<file path="src/rtl/fetch_prefetch_queue.sv">
// Fetch stage with a DEPTH-entry prefetch queue. It owns the PC and issues in-order
// instruction-memory requests. Returned instructions are queued with their PCs until decode
// consumes them. A redirect flushes the queue, and any responses still in flight are discarded.
module fetch_prefetch_queue #(
  parameter int unsigned     XLEN     = 32,
  parameter int unsigned     ILEN     = 32,
  parameter int unsigned     DEPTH    = 4,
  parameter logic [XLEN-1:0] RESET_PC = '0
) (
  input  logic            clk,
  input  logic            rst,
  output logic            imem_req_valid,
  output logic [XLEN-1:0] imem_req_addr,
  input  logic            imem_req_ready,
  input  logic            imem_rsp_valid,
  input  logic [ILEN-1:0] imem_rsp_data,
  input  logic            redirect_valid,
  input  logic [XLEN-1:0] redirect_pc,
  output logic            out_valid,
  output logic [ILEN-1:0] out_instr,
  output logic [XLEN-1:0] out_pc,
  input  logic            out_ready
);

  localparam int unsigned PtrW = $clog2(DEPTH);
  localparam int unsigned CntW = PtrW + 1;
  localparam logic [CntW-1:0] DepthCnt = CntW'(DEPTH);

  logic [XLEN-1:0]  fetch_pc_q, fetch_pc_d;
  logic [XLEN-1:0]  pc_q    [DEPTH];
  logic [ILEN-1:0]  instr_q [DEPTH];
  logic [DEPTH-1:0] filled_q, filled_d;
  logic [PtrW-1:0]  head_q, head_d;   // oldest entry, popped by decode
  logic [PtrW-1:0]  tail_q, tail_d;   // next slot to allocate on accept
  logic [PtrW-1:0]  fill_q, fill_d;   // oldest slot still waiting for its response
  logic [CntW-1:0]  alloc_cnt_q, alloc_cnt_d;
  logic [CntW-1:0]  pend_cnt_q, pend_cnt_d;
  logic [CntW-1:0]  drop_cnt_q, drop_cnt_d;

  logic            accept;
  logic            pop;
  logic            rsp_fill;
  logic            rsp_drop;
  logic [CntW-1:0] outstanding;

  // Handshake decode. Reset gates the valids so nothing is offered while rst is low.
  always_comb begin
    imem_req_valid = rst && !redirect_valid && (alloc_cnt_q < DepthCnt) && (drop_cnt_q == '0);
    imem_req_addr  = fetch_pc_q;
    accept         = imem_req_valid && imem_req_ready;
    out_valid      = rst && !redirect_valid && filled_q[head_q];
    out_instr      = instr_q[head_q];
    out_pc         = pc_q[head_q];
    pop            = out_valid && out_ready;
    rsp_drop       = imem_rsp_valid && (drop_cnt_q != '0);
    rsp_fill       = imem_rsp_valid && (drop_cnt_q == '0) && (pend_cnt_q != '0) &&
                     !redirect_valid;
    outstanding    = pend_cnt_q + drop_cnt_q;
  end

  // Next-state for the PC, pointers and counters; redirect overrides everything else.
  always_comb begin
    fetch_pc_d  = fetch_pc_q;
    head_d      = head_q;
    tail_d      = tail_q;
    fill_d      = fill_q;
    alloc_cnt_d = alloc_cnt_q;
    pend_cnt_d  = pend_cnt_q;
    drop_cnt_d  = drop_cnt_q;
    filled_d    = filled_q;
    if (redirect_valid) begin
      fetch_pc_d  = {redirect_pc[XLEN-1:2], 2'b00};
      head_d      = '0;
      tail_d      = '0;
      fill_d      = '0;
      alloc_cnt_d = '0;
      pend_cnt_d  = '0;
      filled_d    = '0;
      // A response landing this cycle is one of the outstanding ones and is already gone.
      drop_cnt_d  = outstanding - CntW'(imem_rsp_valid && (outstanding != '0));
    end else begin
      if (accept) begin
        fetch_pc_d = fetch_pc_q + XLEN'(4);
        tail_d     = tail_q + PtrW'(1);
      end
      if (pop) begin
        head_d           = head_q + PtrW'(1);
        filled_d[head_q] = 1'b0;
      end
      if (rsp_drop) begin
        drop_cnt_d = drop_cnt_q - CntW'(1);
      end
      if (rsp_fill) begin
        fill_d           = fill_q + PtrW'(1);
        filled_d[fill_q] = 1'b1;
      end
      alloc_cnt_d = alloc_cnt_q + CntW'(accept) - CntW'(pop);
      pend_cnt_d  = pend_cnt_q + CntW'(accept) - CntW'(rsp_fill);
    end
  end

  // Control state register.
  always_ff @(posedge clk or negedge rst) begin
    if (!rst) begin
      fetch_pc_q  <= RESET_PC;
      head_q      <= '0;
      tail_q      <= '0;
      fill_q      <= '0;
      alloc_cnt_q <= '0;
      pend_cnt_q  <= '0;
      drop_cnt_q  <= '0;
      filled_q    <= '0;
    end else begin
      fetch_pc_q  <= fetch_pc_d;
      head_q      <= head_d;
      tail_q      <= tail_d;
      fill_q      <= fill_d;
      alloc_cnt_q <= alloc_cnt_d;
      pend_cnt_q  <= pend_cnt_d;
      drop_cnt_q  <= drop_cnt_d;
      filled_q    <= filled_d;
    end
  end

  // Queue payload: the PC is captured at allocation, the instruction at fill.
  always_ff @(posedge clk or negedge rst) begin
    if (!rst) begin
      for (int i = 0; i < DEPTH; i++) begin
        pc_q[i]    <= '0;
        instr_q[i] <= '0;
      end
    end else begin
      if (accept) begin
        pc_q[tail_q] <= fetch_pc_q;
      end
      if (rsp_fill) begin
        instr_q[fill_q] <= imem_rsp_data;
      end
    end
  end

  // A response with nothing outstanding breaks the memory protocol.
  rsp_has_owner_a: assert property (@(posedge clk) disable iff (!rst)
    imem_rsp_valid |-> (outstanding != '0));

endmodule

</file>
<file path="config.mk">
export PLATFORM = sky130hd
export DESIGN_NAME = fetch_prefetch_queue
export DESIGN_NICKNAME = d
export VERILOG_FILES = /design/src/rtl/fetch_prefetch_queue.sv
export SDC_FILE = /design/constraint.sdc
export NUM_CORES = 1
export LEC_CHECK = 0
export ABC_AREA = 1
export BUFFER_PORTS_ARGS = -buffer_cell sky130_fd_sc_hd__buf_2
export CAP_MARGIN = 0
export CELL_PAD_IN_SITES_DETAIL_PLACEMENT = 1
export CELL_PAD_IN_SITES_GLOBAL_PLACEMENT = 1
export CORE_MARGIN = 2
export CORE_UTILIZATION = 47
export DETAILED_ROUTE_END_ITERATION = 10
export GPL_TIMING_DRIVEN = 0
export PLACE_DENSITY_LB_ADDON = 0.1
export SLEW_MARGIN = 20
export SYNTH_ARGS = -nofsm -noshare
export SYNTH_HDL_FRONTEND = slang
export SYNTH_SLANG_ARGS = --single-unit
</file>
<file path="constraint.sdc">
create_clock -name clk -period 3.97 [get_ports clk]
set_input_delay 0.397 -clock clk [delete_from_list [all_inputs] [get_ports clk]]
set_output_delay 0.397 -clock clk [all_outputs]
set_load 0.01 [all_outputs]
</file>
After elaboration in Yosys (flattened, before gate mapping)
Cells that the tools add are included.

word-level totals
  bits of input ports = 70
  bits in latches = 0
  bits in read-only memories = 0
  output and inout port bits = 98
  memories kept = 0
  bits in writable memories = 0
  flip-flop bits (word level) = 307
  word-level logic and storage cells = 101

operators by class
  div/mod/pow operators = 0
  bitwise gates (word level) = 6
  $add $sub $neg = 11
  multiplexer cells = 34
  multipliers = 0
  reductions and logical operators = 24
  magnitude comparators = 10
  shift-type cells = 0
  equality and inequality tests = 0

operators by type and width
  kind                     count
  $bwmux W128              2
  $mux W32                 8
  $bmux W32 S2             2
  $demux W32 S2            2
  $add A32 B3 Y32 const B  1
  $mux W4                  4
  $logic_and A1 B1 Y1      15
  $mux W2                  6
  $mux W3                  4
  $ge A3 B3 Y1 const B     3
  $not A2 Y3               3
  $reduce_bool A3 Y1       3
  $sub A3 B1 Y3            3
  $reduce_bool A2 Y1       4
  $add A2 B1 Y2 const B    3
  $add A3 B1 Y3            2
  $lt A2 B3 Y1 const B     2
  $lt A3 B1 Y1 const B     2
  $and A4 B4 Y4            1
  $demux W1 S2             2
  $ge A2 B1 Y1 const B     2
  $not A4 Y4               1
  $or A4 B4 Y4             1
  $add A3 B3 Y3            1
  6 further kinds          8

Logic depth before layout (Yosys ltp)
Gate-level depths: netlist (run 1).

  depth after elaboration = 11
  gate-level depth with buffers = 14

Worst setup path after synthesis (run 1)
Ideal clock, no wire load.

  kind = register -> register
  start point = reg drop_cnt_q[1]
  end point = reg alloc_cnt_q[2]
  buffers on the path = 1
  stages on the path, launching flop included = 14
  slack = 1.564 ns
  clock period less this slack = 2.406 ns
  arrival = 2.274 ns
  cell sequence = dfrtp_1 inv_1 ha_1 nand2_4 nor3_4 nand2_2 buf_2 ha_1 inv_1 ha_1 inv_1 fa_1 xor2_1 nor2_1

on the way
  longest elaborated chain between the ends = 6

ends and longest elaborated chain
  item                    line  RTL
  from (decl)             38    logic [CntW-1:0] drop_cnt_q, drop_cnt_d;
  from (signal assigned)  120   drop_cnt_q <= drop_cnt_d;
  $logic_not A3 Y1        48    imem_req_valid = rst && !redirect_valid && (alloc_cnt_q < DepthCnt) && (drop_cnt_q == '0);
  $logic_and A1 B1 Y1     48
  net imem_req_valid      12    output logic imem_req_valid,
  $logic_and A1 B1 Y1     50    accept = imem_req_valid && imem_req_ready;
  $add A3 B1 Y3           97    alloc_cnt_d = alloc_cnt_q + CntW'(accept) - CntW'(pop);
  $sub A3 B1 Y3           97
  $mux W3                 71    if (redirect_valid) begin
  net alloc_cnt_d[2]      36    logic [CntW-1:0] alloc_cnt_q, alloc_cnt_d;
  to (signal assigned)    118   alloc_cnt_q <= alloc_cnt_d;
  to (decl)               36

The timed path passes the listed nets, and every way through them passes these cells.
A chain may end at the register's enable or synchronous reset.

Worst setup path after layout (run 1)
  start point = in rst
  end point = reg pend_cnt_q[2]

on the way
  longest elaborated chain between the ends = 7

ends and longest elaborated chain
  item                               line  RTL
  from (decl)                        11    input logic rst,
  $logic_and A1 B1 Y1 (3 in series)  48
  $logic_and A1 B1 Y1                50
  $add A3 B1 Y3                      98    pend_cnt_d = pend_cnt_q + CntW'(accept) - CntW'(rsp_fill);
  $sub A3 B1 Y3                      98
  $mux W3                            71
  net pend_cnt_d[2]                  37    logic [CntW-1:0] pend_cnt_q, pend_cnt_d;
  to (signal assigned)               119   pend_cnt_q <= pend_cnt_d;
  to (decl)                          37

The timed path passes the listed nets, and every way through them passes these cells.

==> results.toml, run 1 <==
[route]
first_iter_violations = 751
drc = 0
via_count = 13100
antenna_left = 0
routed_wl_um = 47800
first_pass_iters = 5
wire_per_inst_um = 20.0
detail_route.vias_per_cell = 5.48

[finish]
layout-drive-gt1-share = 0.179
diodes = 0
finalNetCount = 2065
utilization = 0.562
area_growth_pct = 18.2
design_area_um2 = 17100
instances_no_fill = 2393
fill_cells = 3763

[yosys]
syn_area_um2 = 14500
avgSynthCellArea_um2 = 8.21
synth_cell_types = 32
synth-async-reset-ratio = 1.00
synth_top_flop_cell = "dfrtp_1"
syn-instance-count = 1766
synth_edf_count = 0
yosysSeqAreaShare = 0.513
yosysWarnings = 0
ys_ff_latch = 297

[pwr]
p_int_uw = 6010
swShare = 0.300
p_leak_uw = 0.00848
power_density_nw_per_um2 = 501
p_clk_frac = 0.398
pwr-share-seq = 0.409
power_frac_comb = 0.193
ir_worst_vdd_mv = 0.340
power_switching_uw = 2570

[timing]
skew_ns = 0.0147
worst_hold_slack_ns = 0.116
fin_ws_ns = 0.477
hold_viol_final = 0
period_share = 0.880
max_freq_ghz = 0.286
slew_headroom = 0.480
finalSetupViolCount = 0
slew_viol_final = 0
period_needed_ns = 3.49
rsz0062_at_grt = "no"
tightest_slew_ns = 0.780

[global_routing]
grt_pass1_vias = 14100
gr-total-overflow = 0
grtUsageTotal = 0.299
antenna_found_initial = 0
grt_max_degree = 98
grt_pass1_wl_um = 77000

[clock_tree]
ctsHoldBuffers = 1
post_cts_buffers = 0
cts_made_buffers = 35
htree_levels = 2
cts_tree = "done"
clockBufferDepth = 3
cts.reportedPaths.clkPinSlew_ns = 0.06
clock-sinks = 297
worstSkewPairLatency_ns = 0.52
clockRootBuffer = "clkbuf_16"
postCtsResizedCells = 0

[setup_path]
r2r-start = "head_q[0]"
end_kind = "register"
critPathLaunch = "rst"
crit_arrival_ns = 3.91
critPathKind = "in -> reg"
startpoint_type = "primary input"
crit_fanout = 95
cp.required_ns = 4.39

[placed_design]
dpl-instance-area_um2 = 15900
gp_congestion = 0.854
io_buffer_count = 161
dp_slack_ns = 0.551
dp_cells = 2329
hpwl_um = 32500

[floorplanning]
io_pins = 168
start_util = 0.475
die_w_um = 180
fp-row-count = 64
dieArea_um2 = 32300
core_area_um2 = 30500
die_h_um = 180

[run_status]
status = "finished clean"

[flow_run]
maxCapViolCount = 0

[worst_hold_path]
holdCritPathClass = "in -> reg"
holdCritStartpoint = "redirect_pc[4]"
[area by class of cell]
class | count | area, um2 | share of cell area
sequential | 297 | 7430 | 0.434
multi-input combinational | 1239 | 5960 | 0.348
clock buffer | 55 | 1080 | 0.0632
timing repair buffer | 165 | 908 | 0.0530
buffer | 109 | 654 | 0.0382
tap | 396 | 495 | 0.0289
inverter | 124 | 468 | 0.0273
clock inverter | 8 | 140 | 0.00818
[routing by layer]
layer,GRT usage,vias to the layer above,share of wire
li1,-,6158,-
met1,0.384,6560,0.43
met2,0.525,297,0.50
met3,0.0403,90,0.039
met4,0.0914,0,0.026
met5,0,-,0
[power by group through the flow]
stage	clock network [uW]	registers, uW	logic [uW]
2_1_floorplan	0	3520	982
3_3_place_gp	0	3540	1570
3_5_place_dp	0	3560	1640
4_1_cts	3460	3510	1670
5_1_grt	3580	3550	1850
6_report	3420	3510	1650
[worst max-delay path, stage by stage]
cell           delay (ns)
dlygate4sd3_1        0.56
buf_8                0.24
buf_16               0.40
nand2_2              0.26
nor3_4               0.23
nand2_2              0.14
inv_4                0.18
buf_2                0.30
nand2_1              0.08
o21ai_0              0.10
ha_1                 0.18
inv_1                0.05
fa_1                 0.37
and3_1               0.18
nor3_1               0.14
[state kept, by name (all words and copies together), names as in the netlist]
signal and cells:
instr_q 128, pc_q 120, imem_req_addr 30, filled_q 4, alloc_cnt_q 3, drop_cnt_q 3, pend_cnt_q 3, fill_q 2
head_q 2, tail_q 2
[Yosys cell counts, types with 2 or more instances]
library cell / n / area [um2]
buf_6: 23 / 259
o211ai_1: 2 / 15.0
ha_1: 21 / 263
buf_4: 5 / 37.5
a21oi_1: 5 / 25.0
nand2_2: 10 / 62.6
inv_1: 119 / 447
xor2_1: 11 / 96.3
buf_2: 40 / 200
clkbuf_2: 3 / 15.0
inv_2: 2 / 7.51
o21ai_2: 52 / 455
fa_1: 3 / 60.1
dfrtp_1: 297 / 7430
o21ai_1: 187 / 936
o22ai_1: 62 / 388
nand3_1: 62 / 310
nand4_1: 4 / 25.0
nor2_1: 187 / 702
clkbuf_1: 38 / 143
o21ai_0: 150 / 751
nor3_1: 2 / 10.0
clkinv_1: 2 / 7.51
nand2_1: 471 / 1770
[path summary, 6_finish.rpt]
| kind | cells past startpoint | slack, ns | end |
|---|---|---|---|
| max in group asynchronous | 3 | 2.89 | drop_cnt_q[1] |
| worst min-delay path | 3 | 0.12 | imem_req_addr[4] |
| worst max-delay path | 15 | 0.48 | pend_cnt_q[2] |
| min in group asynchronous | 2 | 0.32 | instr_q[9] |
| worst min register to register | 2 | 0.48 | instr_q[48] |
| worst max register to register | 13 | 0.89 | alloc_cnt_q[2] |
[logic make-up (layout without fill, tap and decap cells)]
kind of cell / Yosys count / count (layout) / share of synthesized area
AND/OR/NAND/NOR: 741 / 741 / 0.203
AO/OA/AOI/OAI: 458 / 458 / 0.177
flip-flops: 297 / 297 / 0.513
other: 1 / 4 / 0.000259
buffers and inverters: 233 / 461 / 0.0774
XOR/XNOR: 12 / 12 / 0.00725
adder cells (fa/ha/maj): 24 / 24 / 0.0223
[through the flow]
step	total power, uW	TNS (ns)
after global placement	5120	-1606.62
after detailed placement	5200	0
after global routing	8980	0
after floorplan	4500	0
after CTS	8640	0
final	8580	0
[cells in the final DEF, fill, tap and decap left out, types with 2 or more instances in the layout]
cell       instances
o21ai_1          187
clkbuf_1          47
dfrtp_1          297
a21oi_1            5
nor3_1             2
clkbuf_2           3
nand2_1          471
inv_1            119
clkbuf_8           9
nor2_1           187
o21ai_2           52
xor2_1            11
o211ai_1           2
clkinv_2           4
o22ai_1           62
bufinv_16          4
clkinv_1           2
clkbuf_16         37
buf_2            200
nand2_2           10
buf_16             3
fa_1               3
buf_6             23
ha_1              21
nand4_1            4
buf_4              5
inv_2              2
o21ai_0          150
nand3_1           62
conb_1             4
No activity file was read; power rests on OpenSTA's default activity.
==> run 2, diff against run 1 <==
--- a/config.mk
+++ b/config.mk
@@ -5,13 +5,13 @@
 export SDC_FILE = /design/constraint.sdc
 export NUM_CORES = 1
 export LEC_CHECK = 0
-export ABC_AREA = 1
 export BUFFER_PORTS_ARGS = -buffer_cell sky130_fd_sc_hd__buf_2
 export CAP_MARGIN = 0
 export CELL_PAD_IN_SITES_DETAIL_PLACEMENT = 1
 export CELL_PAD_IN_SITES_GLOBAL_PLACEMENT = 1
+export CORE_ASPECT_RATIO = 1.75
 export CORE_MARGIN = 2
-export CORE_UTILIZATION = 47
+export CORE_UTILIZATION = 52
 export DETAILED_ROUTE_END_ITERATION = 10
 export GPL_TIMING_DRIVEN = 0
 export PLACE_DENSITY_LB_ADDON = 0.1
==> run 2 against run 1 <==
Critical path depth fell by 1. Total power fell by 14%. Count of clock-buffer cells in the layout fell by 15. Flip-flop and latch count did not move.
==> results.toml, run 2 <==
[setup_path]
path_depth = 14
crit_path_end = "alloc_cnt_q[2]"
critPathLaunch = "rst"
critical-path-slowest-cell = "dlygate4sd3_1"
r2r-start = "drop_cnt_q[1]"
crit_fanout = 87
end_kind = "register"
reg2reg_setup_slack_ns = 0.58
reg2reg_to = "alloc_cnt_q[2]"
crit_arrival_ns = 4.02
path_buf_inv = 7
critPathKind = "in -> reg"
crit_top_cell = "inv_1"
startpoint_type = "primary input"
crit_chain = "dlygate4sd3_1 -> buf_12 -> nand4bb_1 -> nor2_1 -> buf_2 -> inv_1 -> clkbuf_1 -> ha_1 -> inv_1 -> ha_1 -> inv_1 -> fa_1 -> xnor2_1 -> nor2_1"
r2r_cells = 14
cp.required_ns = 4.39
critPathTopFamily = "buffers and inverters"
slowest_delay_ns = 0.58

[yosys]
yosysWarnings = 0
ys_ff_latch = 297
avgSynthCellArea_um2 = 14.3
synthTopCellsByArea = "dfrtp_1, mux2_2, mux4_2, ha_1, nand2_1"
ys_top_cells_by_count = "dfrtp_1, mux2_2, nand2_1"
synth_cell_types = 48
yosys.area_share.simple = 0.0517
synth_edf_count = 0
synthXorXnorAreaFrac = 0.00829
synth-compound-area-share = 0.0436
synth.mux.area_fraction = 0.296
synthAdderAreaFrac = 0.0235
synth.top_cell.area_share = 0.541
yosysMostFrequentCell = "dfrtp_1"
synth-async-reset-ratio = 1.00
syn-instance-count = 960
syn_area_um2 = 13700
yosysSeqAreaShare = 0.541
synth_top_flop_cell = "dfrtp_1"
synth_area_leader_cell = "dfrtp_1"
synth_top_family_by_area = "multiplexers"

[pwr]
p_clk_frac = 0.368
pwr-share-seq = 0.471
power_switching_uw = 1960
power_frac_comb = 0.161
p_int_uw = 5390
power.total_uw = 7350
swShare = 0.266
p_leak_uw = 0.00787
ir_worst_vdd_mv = 0.405
power_density_nw_per_um2 = 460

[placed_design]
io_buffer_count = 161
gp_congestion = 0.795
hpwl_um = 24700

[timing]
period_share = 0.907
period_needed_ns = 3.60
max_freq_ghz = 0.278
skew_ns = 0.0197
worst_hold_slack_ns = 0.0573
hold_viol_final = 0
timing.setup.tns_ns = 0
tightest_slew_ns = 0.860
slew_headroom = 0.427
finalSetupViolCount = 0
slew_viol_final = 0
rsz0062_at_grt = "no"

[finish]
top_register = "instr_q"
area_growth_pct = 16.3
layout-drive-gt1-share = 0.471
finalNetCount = 1252
fill_cells = 2541
regArea_um2 = 7430
layout_common_cells = "dfrtp_1, mux2_2, buf_2"
layout_commonest_cell = "dfrtp_1"
multi_input_area_um2 = 5820
utilization = 0.615
largest_reg_flops = 128

[worst_hold_path]
holdCritPathClass = "in -> reg"

[global_routing]
grtUsageTotal = 0.260
grt_pass1_vias = 9938
grt_pass1_wl_um = 55600
grt_max_degree = 88
gr-total-overflow = 0
antenna_found_initial = 3

[floorplanning]
fp-row-count = 78
core_area_um2 = 26000
start_util = 0.529
die_h_um = 219
io_pins = 168
dieArea_um2 = 27800
die_w_um = 127

[clock_tree]
clock-sinks = 297
worstSkewPairLatency_ns = 0.57
cts.reportedPaths.clkPinSlew_ns = 0.07
clockBufferDepth = 3
cts_tree = "done"
htree_levels = 1
cts_made_buffers = 28
post_cts_buffers = 0
clockRootBuffer = "clkbuf_16"

[route]
first_iter_violations = 321
routed_wl_um = 35300
detail_route.vias_per_cell = 5.90
via_count = 8837
first_pass_iters = 4
drc = 0
antenna_left = 0
wire_per_inst_um = 23.5

[run_status]
status = "finished clean"

[flow_run]
maxCapViolCount = 0
[run 2: per-stage QoR]
stage | std cells | area [um2] | setup WS (ns)
5_1_grt | 1498 | 16000 | 0.0788
3_5_place_dp | 1447 | 15000 | 0.252
4_1_cts | 1497 | 16000 | 0.231
3_3_place_gp | 1444 | 14900 | -4.71
2_1_floorplan | 963 | 13700 | 1.32
6_report | 1499 | 16000 | 0.368
[run 2: logic make-up (layout without fill, tap and decap cells)]
logic type / Yosys count / count (layout)
flip-flops: 297 / 297
XOR/XNOR: 13 / 13
AO/OA/AOI/OAI: 87 / 87
multiplexers: 298 / 298
buffers and inverters: 93 / 307
other: 1 / 6
AND/OR/NAND/NOR: 147 / 147
adder cells (fa/ha/maj): 24 / 24
[run 2: cell type report]
| type | instances | share of cell area |
|---|---|---|
| clock buffer | 40 | 0.0498 |
| sequential | 297 | 0.465 |
| inverter | 22 | 0.00517 |
| clock inverter | 9 | 0.00721 |
| antenna | 2 | 0.000313 |
| tap | 320 | 0.0251 |
| multi-input combinational | 573 | 0.365 |
| buffer | 71 | 0.0254 |
| timing repair buffer | 165 | 0.0572 |
[run 2: how the worst min path moves through the flow]
| stage | startpoint | endpoint | slack [ns] | depth (start not counted) |
|---|---|---|---|---|
| CTS | redirect_pc[13] | imem_req_addr[13] | 0.02 | 3 |
| finish | redirect_pc[13] | imem_req_addr[13] | 0.06 | 3 |
| global placement | pc_q[90] | pc_q[90] | 0.46 | 2 |
| global route | redirect_pc[13] | imem_req_addr[13] | 0.05 | 3 |
| detailed placement | rst | instr_q[104] | 0.45 | 1 |
| floorplan | rst | alloc_cnt_q[0] | 0.10 | 0 |
[run 2: power by group through the flow]
stage,Combinational (uW),Sequential [uW],Clock [uW]
2_1_floorplan,700,3460,0
3_3_place_gp,1150,3500,0
3_5_place_dp,1190,3520,0
4_1_cts,1210,3460,2770
5_1_grt,1300,3490,2870
6_report,1180,3460,2700
[run 2: tightest hold or removal path, cell delays in order]
cell and delay [ns]:
buf_2 0.09, a32oi_1 0.05, nand2_1 0.06
[run 2: repair_timing]
item / in CTS / in global routing
hold buffers: 1 / 0
hold endpoints to repair: 85 / 0
resized for setup: 0 / 1
endpoints found under the setup margin: 0 / 1
[run 2: per-layer routing]
| layer | global-route usage | share of wire | up-vias |
|---|---|---|---|
| li1 | - | - | 3904 |
| met3 | 0.0319 | 0.040 | 54 |
| met4 | 0.0780 | 0.023 | 2 |
| met5 | 0 | 0.00026 | - |
| met1 | 0.283 | 0.36 | 4688 |
| met2 | 0.516 | 0.58 | 189 |
==> run 3, diff against run 2 <==
--- a/config.mk
+++ b/config.mk
@@ -5,7 +5,7 @@
 export SDC_FILE = /design/constraint.sdc
 export NUM_CORES = 1
 export LEC_CHECK = 0
-export BUFFER_PORTS_ARGS = -buffer_cell sky130_fd_sc_hd__buf_2
+export ABC_AREA = 1
 export CAP_MARGIN = 0
 export CELL_PAD_IN_SITES_DETAIL_PLACEMENT = 1
 export CELL_PAD_IN_SITES_GLOBAL_PLACEMENT = 1
@@ -13,7 +13,7 @@
 export CORE_MARGIN = 2
 export CORE_UTILIZATION = 52
 export DETAILED_ROUTE_END_ITERATION = 10
-export GPL_TIMING_DRIVEN = 0
+export DONT_BUFFER_PORTS = 1
 export PLACE_DENSITY_LB_ADDON = 0.1
 export SLEW_MARGIN = 20
 export SYNTH_ARGS = -nofsm -noshare
==> run 3 against run 2 <==
Flip-flop and latch count stayed put. Cell area is 3.0% lower. The run now ends with negative hold slack left. Critical path depth decreased by 1. Register-to-register slack improved by 0.23 ns. Hold slack lost 0.51 ns. Final cell count rose by 40%. Global-route usage grew 2.4 points. Via count up 34%. Sequential power up 3%. First-iteration DRC count increased by 130%. Maximum frequency rose by 14%. Critical path type is now reg -> reg.
==> results.toml, run 3 (synthesized netlist as in run 1, its figures left out) <==
[route]
detail_route.vias_per_cell = 5.65
first_iter_violations = 749
routed_wl_um = 40800
first_pass_iters = 5
drc = 0
antenna_left = 0
via_count = 11900
wire_per_inst_um = 19.4

[global_routing]
grtUsageTotal = 0.284
gr-usage-met1 = 0.320
grt_pass1_vias = 12500
gr-total-overflow = 0
use_met3 = 0.0494
antenna_found_initial = 0
grt_max_degree = 299
grt.busiest_layer = "met2"
met2_usage = 0.519
grt_pass1_wl_um = 65300

[clock_tree]
clockBufferDepth = 3
ctsHoldBuffers = 8
post_cts_buffers = 0
postCtsResizedCells = 0
clockRootBuffer = "clkbuf_16"
htree_levels = 1
cts_tree = "done"
cts.reportedPaths.clkPinSlew_ns = 0.06
clock-sinks = 297
cts_made_buffers = 28
worstSkewPairLatency_ns = 0.55

[finish]
area_growth_pct = 6.85
layout_commonest_cell = "nand2_1"
diodes = 0
top_register = "instr_q"
layout_common_cells = "nand2_1, dfrtp_1, nor2_1, o21ai_1, o21ai_0"
finalNetCount = 1806
layout-drive-gt1-share = 0.0761
instances_no_fill = 2103
multi_input_area_um2 = 5960
regArea_um2 = 7440
largest_reg_flops = 128
fill_cells = 3353
design_area_um2 = 15500

[worst_hold_path]
holdCritPathClass = "in -> async"

[floorplanning]
core_area_um2 = 27300
fp-row-count = 80
die_h_um = 225
die_w_um = 130
io_pins = 168
dieArea_um2 = 29300
start_util = 0.531

[placed_design]
io_buffer_count = 0
dp_cells = 2043
hpwl_um = 25500
dpl-instance-area_um2 = 14400
gp_congestion = 0.920

[run_status]
violations = "negative hold slack"
status = "complete, but fails checks"

[flow_run]
maxCapViolCount = 0

[setup_path]
crit_fanout = 36
reg2reg_setup_slack_ns = 0.81
end_kind = "register"
r2r_cells = 13
reg2reg_to = "pend_cnt_q[2]"
crit_arrival_ns = 3.61
critPathKind = "reg -> reg"
cp.required_ns = 4.43
startpoint_type = "register"
critical-path-slowest-cell = "inv_4"
slowest_delay_ns = 0.47
r2r-start = "drop_cnt_q[0]"
crit_chain = "inv_1 -> ha_1 -> nand2_4 -> nor3_4 -> nand2_2 -> inv_4 -> nand2_1 -> o21ai_0 -> ha_1 -> inv_1 -> fa_1 -> and3_1 -> nor3_1"

[timing]
timing.setup.tns_ns = 0
slew_headroom = 0.414
slew_viol_final = 0
worst_hold_slack_ns = -0.455
period_share = 0.795
hold_viol_final = 297
finalSetupViolCount = 0
rsz0062_at_grt = "no"
period_needed_ns = 3.16
skew_ns = 0.00788
tightest_slew_ns = 0.875
max_freq_ghz = 0.317

[pwr]
ir_worst_vdd_mv = 0.449
p_leak_uw = 0.00738
power_density_nw_per_um2 = 494
## run 3: changes by cell type in the layout (fill, tap and decap cells not counted), moves of 22 or more
cell	before	now
o21ai_1	0	187
inv_1	22	119
mux4_2	63	0
o21ai_2	0	52
nand3_1	18	62
clkbuf_1	29	7
o21ai_0	29	150
buf_2	185	0
mux2_2	232	0
nand2_1	64	471
o22ai_1	0	62
nor2_1	23	187
## run 3: stage by stage
stage          utilization  setup slack, ns  power, uW  hold WS [ns]
6_report             0.567            0.813       7660        -0.455
5_1_grt              0.567            0.617       8040        -0.483
4_1_cts              0.567            0.845       7730        -0.473
3_5_place_dp         0.528            0.907       4870         0.109
3_3_place_gp         0.528            0.977       4800         0.108
2_1_floorplan            -             1.56       4500         0.101
## run 3: report_power, final
part,switching (uW),internal [uW],leakage (uW)
registers,255,3300,0.00405
logic,875,401,0.00285
clock network,1170,1660,0.000478
total,2300,5360,0.00738
## run 3: metal layers
| metal | wire, um | up-vias |
|---|---|---|
| li1 | - | 5638 |
| met3 | 2030 | 83 |
| met1 | 15400 | 5901 |
| met4 | 1800 | 0 |
| met5 | 0 | - |
| met2 | 21600 | 254 |
## run 3: worst max-delay path by stage
stage	start	endpoint	slack, ns
floorplan	drop_cnt_q[1]	alloc_cnt_q[2]	1.56
global placement	drop_cnt_q[0]	pend_cnt_q[2]	0.98
detailed placement	drop_cnt_q[0]	pend_cnt_q[2]	0.91
CTS	drop_cnt_q[0]	pend_cnt_q[2]	0.84
global route	drop_cnt_q[1]	pend_cnt_q[2]	0.62
finish	drop_cnt_q[0]	pend_cnt_q[2]	0.81
## run 3: final cells by class
class                   instances  share of cell area
flip-flops and latches        297               0.480
clock inverters                 9             0.00791
multi-input cells            1239               0.384
inverters                     124              0.0303
clock buffers                  43              0.0548
repair buffers                 22              0.0128
well taps                     369              0.0298
## run 3: critical path: cells and delay by family (launching register included)
family	cells	cell delay, ns
adders and majority gates	3	0.79
AOI/OAI and AO/OA	1	0.10
and+or+nand+nor	6	1.11
buffers and inverters	3	0.65
DFF	1	0.38
